## src/rtl/imem_loader_pkg.sv

```systemverilog
// Shared loader definitions: FSM state encoding, default frame magic and imem depth helper.
// Imported by the loader top and its byte-lane assembler.
package imem_loader_pkg;

  typedef enum logic [2:0] {
    LDR_IDLE  = 3'd0,
    LDR_LEN0  = 3'd1,
    LDR_LEN1  = 3'd2,
    LDR_DATA  = 3'd3,
    LDR_CSUM  = 3'd4,
    LDR_DONE  = 3'd5,
    LDR_ERROR = 3'd6
  } ldr_state_t;

  localparam logic [7:0] LDR_MAGIC     = 8'hA5;
  localparam int         LDR_DBITS     = 32;
  localparam int         LDR_ADDR_BITS = 11;

  // Capacity in words, widened to 17 bits so a full-depth LEN is representable.
  function automatic logic [16:0] ldr_depth(input int addr_bits);
    return 17'd1 << addr_bits;
  endfunction

endpackage

```

## src/rtl/imem_loader_word_assembler.sv

```systemverilog
// Byte-lane shifter: collects 4 little-endian bytes; word_ready/word are combinational on the 4th byte.
// No backpressure of its own; the caller's byte_en gates every transfer.
module word_assembler (
  input  logic        clk,
  input  logic        reset_n,
  input  logic        clear,
  input  logic        byte_en,
  input  logic [7:0]  byte_in,
  output logic        word_ready,
  output logic [31:0] word
);

  logic [1:0]  byte_idx;
  logic [23:0] lanes;

  // The 4th byte is never stored; it goes straight into the top lane of the output word.
  assign word_ready = byte_en && (byte_idx == 2'd3);
  assign word       = {byte_in, lanes};

  always_ff @(posedge clk or negedge reset_n) begin
    if (!reset_n) begin
      byte_idx <= 2'd0;
      lanes    <= 24'd0;
    end else if (clear) begin
      byte_idx <= 2'd0;
    end else if (byte_en) begin
      byte_idx <= byte_idx + 2'd1;
      case (byte_idx)
        2'd0:    lanes[7:0]   <= byte_in;
        2'd1:    lanes[15:8]  <= byte_in;
        2'd2:    lanes[23:16] <= byte_in;
        default: lanes        <= lanes;
      endcase
    end
  end

endmodule

```

## src/rtl/imem_loader.sv

```systemverilog
// Boot loader: parses MAGIC/LEN/words/CSUM frames into imem writes, one cycle after each 4th byte.
// byte_ready is high from IDLE through CSUM (no stalls), low in DONE/ERROR until rearm.
module imem_loader
  import imem_loader_pkg::*;
#(
  parameter int         DBITS          = LDR_DBITS,
  parameter int         IMEM_ADDR_BITS = LDR_ADDR_BITS,
  parameter logic [7:0] MAGIC          = LDR_MAGIC
) (
  input  logic                      clk,
  input  logic                      reset_n,
  input  logic [7:0]                byte_in,
  input  logic                      byte_valid,
  output logic                      byte_ready,
  input  logic                      rearm,
  output logic                      imem_we,
  output logic [IMEM_ADDR_BITS-1:0] imem_addr,
  output logic [DBITS-1:0]          imem_wdata,
  output logic                      cpu_hold,
  output logic                      done,
  output logic                      error
);

  localparam logic [16:0] DEPTH = ldr_depth(IMEM_ADDR_BITS);

  ldr_state_t  state;
  logic [16:0] word_cnt;
  logic [16:0] word_cnt_nxt;
  logic [15:0] len;
  logic [7:0]  len_lo;
  logic [7:0]  csum;
  logic [16:0] len_full;
  logic        accept;
  logic        asm_en;
  logic        asm_clear;
  logic        word_ready;
  logic [31:0] word;

  assign accept       = byte_valid && byte_ready;
  assign asm_en       = accept && (state == LDR_DATA);
  assign asm_clear    = (state != LDR_DATA);
  assign word_cnt_nxt = word_cnt + 17'd1;
  assign len_full     = {1'b0, byte_in, len_lo};

  word_assembler u_asm (
    .clk        (clk),
    .reset_n    (reset_n),
    .clear      (asm_clear),
    .byte_en    (asm_en),
    .byte_in    (byte_in),
    .word_ready (word_ready),
    .word       (word)
  );

  always_ff @(posedge clk or negedge reset_n) begin
    if (!reset_n) begin
      state      <= LDR_IDLE;
      byte_ready <= 1'b1;
      imem_we    <= 1'b0;
      imem_addr  <= '0;
      imem_wdata <= '0;
      cpu_hold   <= 1'b1;
      done       <= 1'b0;
      error      <= 1'b0;
      word_cnt   <= '0;
      len        <= '0;
      len_lo     <= '0;
      csum       <= '0;
    end else begin
      imem_we <= 1'b0;
      case (state)
        LDR_IDLE: begin
          if (accept && byte_in == MAGIC) state <= LDR_LEN0;
        end
        LDR_LEN0: begin
          if (accept) begin
            len_lo <= byte_in;
            state  <= LDR_LEN1;
          end
        end
        LDR_LEN1: begin
          if (accept) begin
            len <= {byte_in, len_lo};
            if (len_full > DEPTH) begin
              state      <= LDR_ERROR;
              error      <= 1'b1;
              byte_ready <= 1'b0;
            end else if (len_full == 17'd0) begin
              state <= LDR_CSUM;
            end else begin
              state <= LDR_DATA;
            end
          end
        end
        LDR_DATA: begin
          if (accept) begin
            csum <= csum ^ byte_in;
            if (word_ready) begin
              imem_we    <= 1'b1;
              imem_addr  <= word_cnt[IMEM_ADDR_BITS-1:0];
              imem_wdata <= word;
              word_cnt   <= word_cnt_nxt;
              if (word_cnt_nxt == {1'b0, len}) state <= LDR_CSUM;
            end
          end
        end
        LDR_CSUM: begin
          if (accept) begin
            byte_ready <= 1'b0;
            if (byte_in == csum) begin
              state    <= LDR_DONE;
              done     <= 1'b1;
              cpu_hold <= 1'b0;
            end else begin
              state <= LDR_ERROR;
              error <= 1'b1;
            end
          end
        end
        LDR_DONE, LDR_ERROR: begin
          if (rearm) begin
            state      <= LDR_IDLE;
            byte_ready <= 1'b1;
            cpu_hold   <= 1'b1;
            done       <= 1'b0;
            error      <= 1'b0;
            word_cnt   <= '0;
            len        <= '0;
            len_lo     <= '0;
            csum       <= '0;
          end
        end
        default: begin
          state <= LDR_IDLE;
        end
      endcase
    end
  end

endmodule

```

## config.mk

```make
export PLATFORM = sky130hd
export DESIGN_NAME = imem_loader
export DESIGN_NICKNAME = d
export VERILOG_FILES = /design/src/rtl/imem_loader_pkg.sv /design/src/rtl/imem_loader_word_assembler.sv /design/src/rtl/imem_loader.sv
export SDC_FILE = /design/constraint.sdc
export NUM_CORES = 1
export LEC_CHECK = 0
export CORE_MARGIN = 1.5
export CORE_UTILIZATION = 55
export DETAILED_ROUTE_END_ITERATION = 8
export PLACE_DENSITY = 0.79
export SETUP_SLACK_MARGIN = 0.5
export SLEW_MARGIN = 20
export SYNTH_ARGS = -nofsm -noshare
export SYNTH_HDL_FRONTEND = slang
export SYNTH_SLANG_ARGS = --single-unit
```

## constraint.sdc

```tcl
create_clock -name clk -period 3.2 [get_ports clk]
set_input_delay 0.64 -clock clk [delete_from_list [all_inputs] [get_ports clk]]
set_output_delay 0.64 -clock clk [all_outputs]
set_load 0.02 [all_outputs]
```

==> results of run 1 <==
[critical path, stage by stage]
cell and delay, ns:
clkdlybuf4s50_1 0.42, or4_4 0.55, o31a_1 0.34, o41a_1 0.33, o41ai_2 0.38, nor3_1 0.08
a21oi_1 0.16
[per-layer routing]
layer | wire [um] | part of all wire
met1 | 7061 | 0.46
met2 | 7185 | 0.47
met3 | 752 | 0.049
met4 | 399 | 0.026
met5 | 0 | 0
[final cells by class]
cell class,count,area (um2),area share
sequential,126,3156,0.4250
multi-input combinational,476,2739,0.3689
timing repair buffer,82,760.7,0.1025
clock buffer,18,417.9,0.05629
tap,140,175.2,0.02359
clock inverter,14,135.1,0.01820
inverter,11,41.29,0.005561
[worst max path at each step]
| stage | slack (ns) | depth (start not counted) | startpoint | endpoint |
|---|---|---|---|---|
| final | 0.75 | 7 | byte_in[2] | state[0]$_DFFE_PN0P_ |
| after global routing | 0.52 | 8 | byte_valid | word_cnt[6]$_DFFE_PN0P_ |
| after CTS | 0.76 | 7 | byte_in[2] | state[0]$_DFFE_PN0P_ |
| after detailed placement | 0.23 | 7 | byte_in[2] | state[0]$_DFFE_PN0P_ |
| after global placement | 0.25 | 7 | byte_in[2] | state[0]$_DFFE_PN0P_ |
| after floorplan | 0.78 | 6 | byte_in[2] | state[0]$_DFFE_PN0P_ |
[Yosys cell counts, types with 3 or more instances]
library cell  count  area [um2]
nand2_1         181       679.4
dfrtp_1         124        3103
o21ai_0          55       275.3
clkbuf_1         40       150.1
nor2_1           28       105.1
mux2_2           25       281.5
xnor2_1          22       192.7
a21oi_1          17       85.08
a22o_1           16       140.1
nand3_1          12       60.06
nand4_1          11       68.82
inv_1            10       37.54
nor3_1            8       40.04
xor2_1            8       70.07
nor4_1            7       43.79
o31ai_1           7       52.55
or3_1             6       37.54
a31oi_1           5       31.28
and2_1            5       31.28
and4_1            5       43.79
ha_1              5       62.56
o41ai_1           5       43.79
nand2b_1          4       25.02
nor2b_1           4       25.02
a21o_1            3       22.52
nor3b_1           3       22.52
o21a_1            3       22.52
[cell families (layout without fill, tap and decap cells)]
| kind of cell | after synthesis | after routing | synth area share |
|---|---|---|---|
| AO/OA/AOI/OAI | 130 | 130 | 0.1381 |
| flip-flops | 126 | 126 | 0.5175 |
| buffers and inverters | 55 | 125 | 0.03427 |
| adder cells (fa/ha/maj) | 5 | 5 | 0.01026 |
| AND/OR/NAND/NOR | 285 | 285 | 0.2089 |
| multiplexers | 26 | 26 | 0.04781 |
| XOR/XNOR | 30 | 30 | 0.04309 |
[flip-flops by register name, indices dropped and copies added (netlist names)]
| signal | flops |
|---|---|
| u_asm.lanes | 24 |
| word_cnt | 17 |
| imem_wdata | 32 |
| imem_addr | 11 |
| csum | 8 |
| imem_we | 1 |
| len_lo | 8 |
| u_asm.byte_idx | 2 |
| error | 1 |
| byte_ready | 1 |
| done | 1 |
| cpu_hold | 1 |
| len | 16 |
| state | 3 |
[metrics by stage]
step | setup WS [ns] | total power [W]
after floorplan | 0.7787 | 0.001648
after global placement | 0.2524 | 0.001715
after detailed placement | 0.2276 | 0.001717
after CTS | 0.7635 | 0.003508
after global routing | 0.5233 | 0.003596
final | 0.7464 | 0.003491
[power groups by stage]
stage	Combinational (W)	Clock [W]	Sequential (W)
floorplan	0.0000249	0	0.00162
global placement	0.0000927	0	0.00162
detailed placement	0.0000949	0	0.00162
CTS	0.0000956	0.00182	0.00159
global route	0.000105	0.00190	0.00159
finish	0.0000943	0.00180	0.00159
==> impl_metrics.env, run 1 <==
export IMPL_status="complete, no violations"
export IMPL_rsz0062_at_grt="no"
export IMPL_antenna_found_initial=0
export IMPL_nets=731
export IMPL_cts_made_buffers=17
export IMPL_final_cell_count_no_fill=867
export IMPL_cts_hold_fix_buffers=0
export IMPL_fin_tns_setup_ns=0
export IMPL_fmax_mhz=407.6
export IMPL_max_vdd_ir_drop_mv=0.3418
export IMPL_grt_use_met2=0.4435
export IMPL_hold_class="in2async"
export IMPL_place_area_um2=6868
export IMPL_synth_edf_count=0
export IMPL_r2r_end="word_cnt[12]$_DFFE_PN0P_"
export IMPL_grt_usage=0.2853
export IMPL_p_seq_frac=0.456
export IMPL_boundaryPins=60
export IMPL_row_count=38
export IMPL_area_delta_synth_final_pct=21.77
export IMPL_dieArea_um2=11730
export IMPL_end_kind="flip-flop"
export IMPL_drt_drc_violations_left=0
export IMPL_synth_area_um2=6097
export IMPL_p_int_w=0.002668
export IMPL_dp_cells=835
export IMPL_grt_overflow_total=0
export IMPL_final_max_slew_violation_count=0
export IMPL_final_fill_count=869
export IMPL_wl_um=15400
export IMPL_clk_latency_ns=0.52
export IMPL_holdWs_ns=0.1787
export IMPL_gp_routability_congestion=0.9271
export IMPL_cts_buffer_depth=2
export IMPL_grt_pass1_vias=5059
export IMPL_synthDistinctLibCells=57
export IMPL_clkTransAtPathRegs_ns=0.06
export IMPL_max_cap_viol_count=0
export IMPL_layout_common_cells="nand2_1, dfrtp_1, clkdlybuf4s50_1"
export IMPL_hold_viol_final=0
export IMPL_ant_nets=0
export IMPL_first_iter_violations=316
export IMPL_top_usage_layer="met2"
export IMPL_final_common_cell="nand2_1"
export IMPL_synthArstFlopShare=1.000
export IMPL_dr_pass1_iters=5
export IMPL_synthCells=657
export IMPL_tritoncts="done"
export IMPL_switching_share=0.2358
export IMPL_skew_ns=0.005836
export IMPL_worstPathRequired_ns=3.65
export IMPL_initial_utilization=0.5624
export IMPL_place_hpwl_um=10350
export IMPL_synth_seq_cells=126
export IMPL_grt_pass1_wl_um=25590
export IMPL_use_met1=0.3919
export IMPL_clkPwrFrac=0.516
export IMPL_wl_per_cell_um=17.76
export IMPL_setup_viol=0
export IMPL_vias=5087
export IMPL_drive_gt1_frac=0.1238
export IMPL_design_core_area_um2=10840
export IMPL_n_antenna_cell=0
export IMPL_arrival_ns=2.90
export IMPL_die_h_um=108.3
export IMPL_fin_util=0.6849
export IMPL_grt_max_degree=60
export IMPL_leakage_nw=3.502
export IMPL_switchingPower_w=0.0008233
export IMPL_r2r_slack_ns=0.76
export IMPL_die_w_um=108.3
export IMPL_syn_nets=674
export IMPL_clock_sinks=126
export IMPL_tightestPinTransition_ns=1.009
export IMPL_power_frac_comb=0.027
export IMPL_crit_fanout=3
export IMPL_vias_per_cell=5.867
export IMPL_fin_crit_sh=0.7668
export IMPL_critical_path_class="in2reg"
export IMPL_r2r_cells=8
export IMPL_post_cts_buffers=0
export IMPL_start_kind="primary input"
export IMPL_ctsRootBufferMaster="clkbuf_8"
export IMPL_yosysSeqAreaShare=0.5175
export IMPL_ctsResizeCount=0
export IMPL_period_needed_ns=2.454
export IMPL_ys_flop_type="dfrtp_1"
export IMPL_port_buffer_count=59
export IMPL_r2r_start="state[0]$_DFFE_PN0P_"
export IMPL_relSlewSlack=0.3248
export IMPL_p_per_area_nw_per_um2=470.2
export IMPL_met3_usage=0.05967
export IMPL_finalInstanceArea_um2=7425
export IMPL_yosys_warnings=0
export IMPL_htree_levels=4
export IMPL_syn_area_per_cell_um2=9.280
Note: power is estimated with default switching activity, not from simulation.
==> run 2, diff against run 1 <==
--- a/config.mk
+++ b/config.mk
@@ -6,7 +6,7 @@
 export NUM_CORES = 1
 export LEC_CHECK = 0
 export CORE_MARGIN = 1.5
-export CORE_UTILIZATION = 55
+export CORE_UTILIZATION = 52
 export DETAILED_ROUTE_END_ITERATION = 8
 export PLACE_DENSITY = 0.79
 export SETUP_SLACK_MARGIN = 0.5
==> constraint.sdc (replaced) <==
create_clock -name clk -period 2.1 [get_ports clk]
set_input_delay 0.42 -clock clk [delete_from_list [all_inputs] [get_ports clk]]
set_output_delay 0.42 -clock clk [all_outputs]
set_load 0.02 [all_outputs]
==> run 2 against run 1 <==
  * The run now ends with DRC, setup timing left
  * Power increased by 62%
  * Register-to-register slack got worse by 1.3 ns
  * Global-route usage increased by 14 points
  * Sequential power increased by 53%
  * Clock skew increased by 0.012 ns
  * Sequential share of layout area decreased by 12 points
  * Non-clock buffer count increased by 163
  * First-iteration DRC count increased to 3.1 times the previous value
  * Sequential cell count unchanged
  * Via count increased by 47%
  * Routed wire length increased by 110%
  * Clock power increased by 67%
  * Largest power group unchanged
==> impl_metrics.env, run 2 (synthesized netlist as in run 1, its figures left out) <==
export IMPL_tightestPinTransition_ns=0.5519
export IMPL_largest_reg_flops=32
export IMPL_fin_crit_sh=1.257
export IMPL_first_iter_violations=991
export IMPL_end_kind="flip-flop"
export IMPL_clk_latency_ns=0.44
export IMPL_place_area_um2=7642
export IMPL_drive_gt1_frac=0.5213
export IMPL_dr_pass1_iters=9
export IMPL_port_buffer_count=59
export IMPL_antenna_found_initial=1
export IMPL_crit_fanout=3
export IMPL_clkTransAtPathRegs_ns=0.07
export IMPL_gp_routability_congestion=0.8909
export IMPL_grt_max_degree=63
export IMPL_area_delta_synth_final_pct=70.04
export IMPL_rsz0062_at_grt="yes"
export IMPL_critical_path_class="reg2reg"
export IMPL_cts_made_buffers=17
export IMPL_power_w=0.005656
export IMPL_dieArea_um2=12380
export IMPL_postLayoutSetupSlackWorst_ns=-0.5388
export IMPL_die_h_um=111.3
export IMPL_hold_viol_final=0
export IMPL_arrival_ns=2.93
export IMPL_wl_per_cell_um=31.35
export IMPL_start_kind="flip-flop"
export IMPL_fin_util=0.9080
export IMPL_leakage_nw=5.206
export IMPL_top_regs="imem_wdata x32, u_asm.lanes x24, word_cnt x17"
export IMPL_cts_buffer_depth=2
export IMPL_setup_viol=26
export IMPL_drt_drc_violations_left=5
export IMPL_row_count=39
export IMPL_vias_per_cell=7.207
export IMPL_initial_utilization=0.5340
export IMPL_htree_levels=4
export IMPL_top_register="imem_wdata"
export IMPL_wl_um=32480
export IMPL_fmax_mhz=379.0
export IMPL_p_per_area_nw_per_um2=545.5
export IMPL_period_needed_ns=2.639
export IMPL_tritoncts="done"
export IMPL_clock_sinks=126
export IMPL_skew_ns=0.01740
export IMPL_status="complete, but fails checks"
export IMPL_grt_usage=0.4286
export IMPL_max_vdd_ir_drop_mv=0.6415
export IMPL_grt_overflow_total=0
export IMPL_grt_pass1_vias=7051
export IMPL_design_core_area_um2=11420
export IMPL_layout_common_cells="dfrtp_1, buf_4, nand2_1"
export IMPL_ctsRootBufferMaster="clkbuf_16"
export IMPL_boundaryPins=60
export IMPL_max_cap_viol_count=0
export IMPL_vias=7466
export IMPL_final_common_cell="dfrtp_1"
export IMPL_hold_class="in2async"
export IMPL_die_w_um=111.3
export IMPL_finalInstanceArea_um2=10370
export IMPL_worstPathRequired_ns=2.39
export IMPL_violations="DRC, setup timing"
export IMPL_place_hpwl_um=12030
export IMPL_nets=897
export IMPL_final_max_slew_violation_count=0
export IMPL_grt_pass1_wl_um=40130
export IMPL_relSlewSlack=0.6282
export IMPL_ant_nets=0
run 2: cell types whose count changed in the layout (fill, tap and decap cells not counted), sizes merged, moves of 6 or more:
cell           before  now
clkbuf             18   35
dlygate4sd2         0   29
clkdlybuf4s50      58    1
buf                24  188
inv                17   11
clkdlybuf4s15       0   13
run 2: repair_timing:
item / CTS / global route
pin swaps: 158 / 37
endpoints found under the hold margin: 24 / 0
gates resized for setup: 360 / 155
endpoints found under the setup margin: 172 / 141
hold buffers: 1 / 0
setup buffers: 54 / 7
cloned: 15 / 0
run 2: area by class of cell:
type	count	area (um2)
clock inverter	9	85.08
multi-input combinational	479	3919
clock buffer	22	484.2
tap	143	178.9
sequential	126	3163
fill	365	1051
inverter	11	53.80
antenna	1	2.502
timing repair buffer	245	2481
run 2: critical path: stages, from the launching register on:
cell and delay (ns):
dfrtp_1 0.45, xnor2_1 0.22, nand4_1 0.33, o21ai_0 0.57, a2111oi_1 0.20, buf_4 0.18
nor4_1 0.41, a21oi_2 0.11
run 2: path summary, 6_finish.rpt:
kind	from	to	slack [ns]	cells after the start
worst max-delay path	csum[7]$_DFFE_PN0P_	state[1]$_DFFE_PN0P_	-0.54	7
worst min-delay path	reset_n	imem_wdata[30]$_DFFE_PN0P_	0.47	2
worst max register to register	csum[7]$_DFFE_PN0P_	state[1]$_DFFE_PN0P_	-0.54	7
worst min register to register	imem_addr[7]$_DFFE_PN0P_	imem_addr[7]$_DFFE_PN0P_	0.48	2
max in group asynchronous	reset_n	byte_ready$_DFFE_PN1P_	0.91	3
min in group clk	imem_addr[7]$_DFFE_PN0P_	imem_addr[7]$_DFFE_PN0P_	0.48	2
run 2: report_power, final:
part | switching [W] | leakage, nW | internal, W
clock network | 0.00125 | 0.274 | 0.00175
logic | 0.000149 | 3.20 | 0.0000788
registers | 0 | 1.73 | 0.00243
total | 0.00140 | 5.21 | 0.00425
run 2: routing by layer:
metal / up-vias / global-route usage / routed length (um)
met5: - / 0 / 0
met4: 0 / 0.3004 / 3630
met3: 354 / 0.1143 / 4363
met2: 850 / 0.6945 / 14060
met1: 3529 / 0.4940 / 10430
li1: 2733 / - / -
run 2: through the flow:
step	hold WS [ns]	setup WS [ns]	instances	setup TNS [ns]
finish	0.4703	-0.5388	1036	-2.109
global route	0.5016	-0.6192	1035	-2.396
CTS	0.4575	-0.07935	1028	-0.1306
detailed placement	0.3665	-0.4842	927	-22.31
global placement	0.3613	-0.4563	927	-15.55
floorplan	0.1244	0.07102	657	0
